`src/rtl/reg_file_pkg.sv`:
```
// Shared defaults and elaboration helpers for the scoreboarded register file.
package reg_file_pkg;

  localparam int unsigned DefDataW = 16;
  localparam int unsigned DefAddrW = 4;

  // Ceiling log2, usable in constant expressions for parameter sanity checks.
  function automatic int unsigned clog2(input int unsigned value);
    int unsigned res;
    res = 0;
    while ((64'd1 << res) < 64'(value)) begin
      res++;
    end
    return res;
  endfunction

endpackage

```
`src/rtl/reg_scoreboard.sv`:
```
// Per-register busy tracking: RAW/WAW stall, pending count and sticky
// writeback-to-idle-register error.
module reg_scoreboard
  import reg_file_pkg::*;
#(
  parameter int unsigned ADDR_W   = DefAddrW,
  parameter bit          ZERO_REG = 1'b1,
  parameter bit          BYPASS   = 1'b1,
  parameter int unsigned CNT_W    = ADDR_W + 1
) (
  input  logic              clk,
  input  logic              rst,
  input  logic [ADDR_W-1:0] rs_addr,
  input  logic [ADDR_W-1:0] rt_addr,
  input  logic              iss_valid,
  input  logic              iss_wr,
  input  logic [ADDR_W-1:0] iss_rd,
  input  logic              wb_en,
  input  logic [ADDR_W-1:0] wb_addr,
  output logic              stall,
  output logic [CNT_W-1:0]  pending_cnt,
  output logic              wb_err
);

  localparam int unsigned NREGS = 2 ** ADDR_W;

  if (CNT_W < clog2(NREGS + 1)) begin : g_cnt_w_check
    $error("CNT_W is too narrow to count every register");
  end

  logic [NREGS-1:0] busy_q, busy_d, eff_busy;
  logic [CNT_W-1:0] cnt_q, cnt_d;
  logic             err_q, err_d;
  logic             iss_zero, wb_zero;
  logic             accept, set_busy, clr_busy, inc, dec;

  // A writeback landing this cycle already satisfies its consumers.
  always_comb begin
    eff_busy = busy_q;
    if (BYPASS && wb_en) begin
      eff_busy[wb_addr] = 1'b0;
    end
    if (ZERO_REG) begin
      eff_busy[0] = 1'b0;
    end
  end

  assign stall = iss_valid &
                 (eff_busy[rs_addr] | eff_busy[rt_addr] | (iss_wr & eff_busy[iss_rd]));

  assign accept   = iss_valid & ~stall;
  assign iss_zero = ZERO_REG && (iss_rd == '0);
  assign wb_zero  = ZERO_REG && (wb_addr == '0);
  assign set_busy = accept & iss_wr & ~iss_zero;
  assign clr_busy = wb_en & busy_q[wb_addr];

  // Issue is applied after the clear so a same-address issue keeps the bit set.
  always_comb begin
    busy_d = busy_q;
    if (clr_busy) begin
      busy_d[wb_addr] = 1'b0;
    end
    if (set_busy) begin
      busy_d[iss_rd] = 1'b1;
    end
  end

  assign inc   = set_busy & ~busy_q[iss_rd];
  assign dec   = clr_busy & ~(set_busy & (iss_rd == wb_addr));
  assign cnt_d = cnt_q + CNT_W'(inc) - CNT_W'(dec);
  assign err_d = err_q | (wb_en & ~busy_q[wb_addr] & ~wb_zero);

  always_ff @(posedge clk or negedge rst) begin
    if (!rst) begin
      busy_q <= '0;
      cnt_q  <= '0;
      err_q  <= 1'b0;
    end else begin
      busy_q <= busy_d;
      cnt_q  <= cnt_d;
      err_q  <= err_d;
    end
  end

  assign pending_cnt = cnt_q;
  assign wb_err      = err_q;

endmodule

```
`src/rtl/reg_file_scb.sv`:
```
// Parametrised register file with two combinational read ports, one write
// port, optional zero register and writeback bypass, plus a busy scoreboard.
module reg_file_scb
  import reg_file_pkg::*;
#(
  parameter int unsigned DATA_W   = DefDataW,
  parameter int unsigned ADDR_W   = DefAddrW,
  parameter bit          ZERO_REG = 1'b1,
  parameter bit          BYPASS   = 1'b1,
  parameter int unsigned CNT_W    = ADDR_W + 1
) (
  input  logic              clk,
  input  logic              rst,
  input  logic [ADDR_W-1:0] rs_addr,
  input  logic [ADDR_W-1:0] rt_addr,
  output logic [DATA_W-1:0] rs_data,
  output logic [DATA_W-1:0] rt_data,
  input  logic              iss_valid,
  input  logic              iss_wr,
  input  logic [ADDR_W-1:0] iss_rd,
  output logic              stall,
  input  logic              wb_en,
  input  logic [ADDR_W-1:0] wb_addr,
  input  logic [DATA_W-1:0] wb_data,
  output logic [CNT_W-1:0]  pending_cnt,
  output logic              wb_err
);

  localparam int unsigned NREGS = 2 ** ADDR_W;

  logic [DATA_W-1:0] mem_q [NREGS];
  logic              wr_en;

  assign wr_en = wb_en && !(ZERO_REG && (wb_addr == '0));

  always_ff @(posedge clk or negedge rst) begin
    if (!rst) begin
      for (int i = 0; i < NREGS; i++) begin
        mem_q[i] <= '0;
      end
    end else if (wr_en) begin
      mem_q[wb_addr] <= wb_data;
    end
  end

  // Zero register check comes first so a bypass can never leak into R0.
  always_comb begin
    rs_data = mem_q[rs_addr];
    if (ZERO_REG && (rs_addr == '0)) begin
      rs_data = '0;
    end else if (BYPASS && wb_en && (wb_addr == rs_addr)) begin
      rs_data = wb_data;
    end
  end

  always_comb begin
    rt_data = mem_q[rt_addr];
    if (ZERO_REG && (rt_addr == '0)) begin
      rt_data = '0;
    end else if (BYPASS && wb_en && (wb_addr == rt_addr)) begin
      rt_data = wb_data;
    end
  end

  reg_scoreboard #(
    .ADDR_W   (ADDR_W),
    .ZERO_REG (ZERO_REG),
    .BYPASS   (BYPASS),
    .CNT_W    (CNT_W)
  ) u_scoreboard (
    .clk         (clk),
    .rst         (rst),
    .rs_addr     (rs_addr),
    .rt_addr     (rt_addr),
    .iss_valid   (iss_valid),
    .iss_wr      (iss_wr),
    .iss_rd      (iss_rd),
    .wb_en       (wb_en),
    .wb_addr     (wb_addr),
    .stall       (stall),
    .pending_cnt (pending_cnt),
    .wb_err      (wb_err)
  );

endmodule

```
`config.mk`:
```
export PLATFORM = sky130hd
export DESIGN_NAME = reg_file_scb
export DESIGN_NICKNAME = d
export VERILOG_FILES = /design/src/rtl/reg_file_pkg.sv /design/src/rtl/reg_scoreboard.sv /design/src/rtl/reg_file_scb.sv
export SDC_FILE = /design/constraint.sdc
export NUM_CORES = 1
export LEC_CHECK = 0
export ABC_AREA = 1
export CAP_MARGIN = 20
export CORE_MARGIN = 2
export CORE_UTILIZATION = 25
export CTS_BUF_LIST = sky130_fd_sc_hd__clkbuf_4
export DETAILED_ROUTE_END_ITERATION = 10
export GPL_ROUTABILITY_DRIVEN = 0
export PLACE_DENSITY = 0.49
export SLEW_MARGIN = 25
export SYNTH_ARGS = -nofsm -noshare
export SYNTH_HDL_FRONTEND = slang
export SYNTH_SLANG_ARGS = --single-unit
export TNS_END_PERCENT = 10
```
`constraint.sdc`:
```
create_clock -name clk -period 3.8 [get_ports clk]
set_clock_uncertainty 0.15 [all_clocks]
set_input_delay 0.57 -clock clk [delete_from_list [all_inputs] [get_ports clk]]
set_output_delay 0.57 -clock clk [all_outputs]
set_load 0.02 [all_outputs]
```
==> impl_metrics.env <==
export IMPL_rsz0062_at_grt="yes"
export IMPL_min_from="mem_q[249]"
export IMPL_ant_nets=0
export IMPL_start_util_pct=25.2
export IMPL_start_kind="primary input"
export IMPL_area_growth_syn_to_layout_pct=24.9
export IMPL_finalMaxSlewViolations=0
export IMPL_maxCapViolations=0
export IMPL_clk_pin_slew_ns=0.06
export IMPL_wl_per_cell_um=20.2
export IMPL_synth_area_leader_cell="dfrtp_1"
export IMPL_final_nets=2255
export IMPL_vias=15850
export IMPL_arrival_ns=3.04
export IMPL_grt_overflow=0
export IMPL_die_w_um=256
export IMPL_synth_area_leaders="dfrtp_1 44%, o21ai_0 13%, nand2_1 9.8%"
export IMPL_drive_gt1_share_pct=16.7
export IMPL_slew_limit_headroom_pct=42.6
export IMPL_seq_area_frac_synth_pct=44.0
export IMPL_worst_r2r_path_depth=18
export IMPL_rr_startpoint="u_scoreboard.busy_q[15]"
export IMPL_cp_max_fo=14
export IMPL_fillers=6876
export IMPL_dieArea_um2=65300
export IMPL_core_um2=62900
export IMPL_drt_wl_total_mm=63.0
export IMPL_cts_buffer_depth=3
export IMPL_portBuffers=75
export IMPL_whs_path_depth=0
export IMPL_grt_pass1_wl_mm=96.6
export IMPL_period_minus_slack_ns=3.76
export IMPL_cts_sink_count=278
export IMPL_finalSetupViolCount=0
export IMPL_drtIter0Drc=1683
export IMPL_dp_hpwl_mm=41.5
export IMPL_fmax_mhz=266
export IMPL_worstHoldEndpoint="mem_q[249]"
export IMPL_synth_top_area_share_pct=44.0
export IMPL_viasPerCell=5.07
export IMPL_p_leak_nw=8.82
export IMPL_drt_pass1_iterations=7
export IMPL_min_path_type="reg -> reg"
export IMPL_synth_cell_types=43
export IMPL_io_pins=76
export IMPL_layout_commonest_cell="o21ai_0"
export IMPL_dp_cells=2970
export IMPL_final_core_util_pct=31.4
export IMPL_timing_rr_end="u_scoreboard.pending_cnt[4]"
export IMPL_worstSetupPathType="in -> out"
export IMPL_insertion_delay_ns=0.81
export IMPL_min_period_over_period_pct=99.0
export IMPL_cp_required_ns=3.08
export IMPL_syn_inst=2050
export IMPL_hold_violations=0
export IMPL_synthFlopType="dfrtp_1"
export IMPL_synth_seq_cells=278
export IMPL_cts_tree="yes"
export IMPL_grt_max_degree=102
export IMPL_yosysWarnings=0
export IMPL_h_tree_depth=3
export IMPL_status="finished, final reports clean"
export IMPL_ctsRootBufferMaster="clkbuf_4"
export IMPL_syn_avg_cell_area_um2=7.72
export IMPL_rows=92
export IMPL_route_detailed_drc=0
export IMPL_setup_tns_final_ns=0
export IMPL_ff2ff_setup_slack_ns=0.87
export IMPL_worst_pin_slew_ns=0.861
export IMPL_cts_inserted_buffers=85
export IMPL_async_flop_share_pct=100
export IMPL_fp_dieH_um=256
export IMPL_syn_num_nets=2093
export IMPL_antenna_found_initial=2
export IMPL_grt_use_total_pct=19.1
export IMPL_final_cell_mix="416 x o21ai_0, 413 x nand2_1, 278 x dfrtp_1, 227 x inv_1, 153 x a21oi_1"
export IMPL_grt_pass1_vias=15639
export IMPL_hold_ws_ns=0.225
export IMPL_syn_area_um2=15800
export IMPL_post_cts_buffers=0
export IMPL_worstSetupEndpointType="output port"
export IMPL_finalNonFillerCells=3127
export IMPL_synth_edf_count=0
export IMPL_power_density_nw_per_um2=466
export IMPL_max_vdd_ir_drop_mv=0.161
[how the worst max path moves through the flow]
stage	start	slack, ns	endpoint
6_report	rt_addr[1]	0.04	rt_data[10]
5_1_grt	rt_addr[1]	-0.05	rt_data[10]
4_1_cts	rs_addr[1]	-0.03	rs_data[9]
3_5_place_dp	rt_addr[1]	-0.24	rt_data[1]
3_3_place_gp	rt_addr[1]	-0.21	rt_data[1]
2_1_floorplan	wb_addr[0]	0.45	u_scoreboard.pending_cnt[4]
[cells by family after synthesis]
group                    share of synthesized area, %
AO/OA/AOI/OAI                                    28.9
AND/OR/NAND/NOR                                  15.8
buffers and inverters                            10.4
flip-flops                                       44.0
XOR/XNOR                                        0.443
adder cells (fa/ha/maj)                         0.522
[critical path: stages]
cell and delay, ns:
clkdlybuf4s50_1 0.51, buf_4 0.23, nor2_4 0.14, inv_2 0.08, buf_12 0.16, buf_12 0.15, o221ai_1 0.21, nand2_1 0.07
a41oi_1 0.22, clkdlybuf4s50_1 0.67
[power breakdown]
part / internal (mW) / total (mW) / switching [mW]
clock network: 1.44 / 2.86 / 1.42
logic: 0.969 / 2.45 / 1.48
registers: 3.55 / 3.90 / 0.350
total: 5.97 / 9.22 / 3.25
[registers in the layout, summed over array words and instances, names as in the netlist]
signal	cells
mem_q	256
u_scoreboard.wb_err	1
u_scoreboard.pending_cnt	5
u_scoreboard.busy_q	16
[metrics by stage]
| step | power [mW] | setup slack (ns) | instance area [µm²] |
|---|---|---|---|
| final | 9.22 | 0.0389 | 19800 |
| after CTS | 9.33 | -0.0253 | 19700 |
| after global placement | 6.35 | -0.214 | 18700 |
| after floorplan | 5.35 | 0.448 | 15800 |
| after global routing | 9.86 | -0.0468 | 19800 |
| after detailed placement | 6.41 | -0.236 | 18700 |
[what timing repair did]
action | 4_1_cts | 5_1_grt
setup endpoints to repair | 28 | 10
hold buffers | 1 | 0
gates resized for setup | 32 | 10
endpoints found under the hold margin | 95 | 0
gates cloned | 0 | 0
[synthesized netlist by cell type, drive strengths merged (18+ instances only)]
cell / number
nand4: 18
nand3: 36
nand2: 432
clkbuf: 150
dfrtp: 278
o21ai: 416
buf: 31
a21oi: 154
inv: 240
nor2: 65
a41oi: 27
o211ai: 54
o221ai: 86
[layout make-up]
type / count / area, µm² / share of cell area, %
multi-input combinational: 1350 / 7270 / 36.8
sequential: 278 / 6960 / 35.2
timing repair buffer: 256 / 2530 / 12.8
tap: 846 / 1060 / 5.36
inverter: 241 / 910 / 4.60
clock buffer: 119 / 893 / 4.52
clock inverter: 30 / 126 / 0.639
antenna: 7 / 17.5 / 0.0886
[routing by layer]
metal	vias up	track usage, %	wire length [µm]
met5	-	0	0
met4	0	7.00	2090
met3	142	3.49	4390
met2	676	30.4	28700
met1	7631	25.8	27900
li1	7401	-	-
Note: power is estimated with default switching activity, not from simulation.
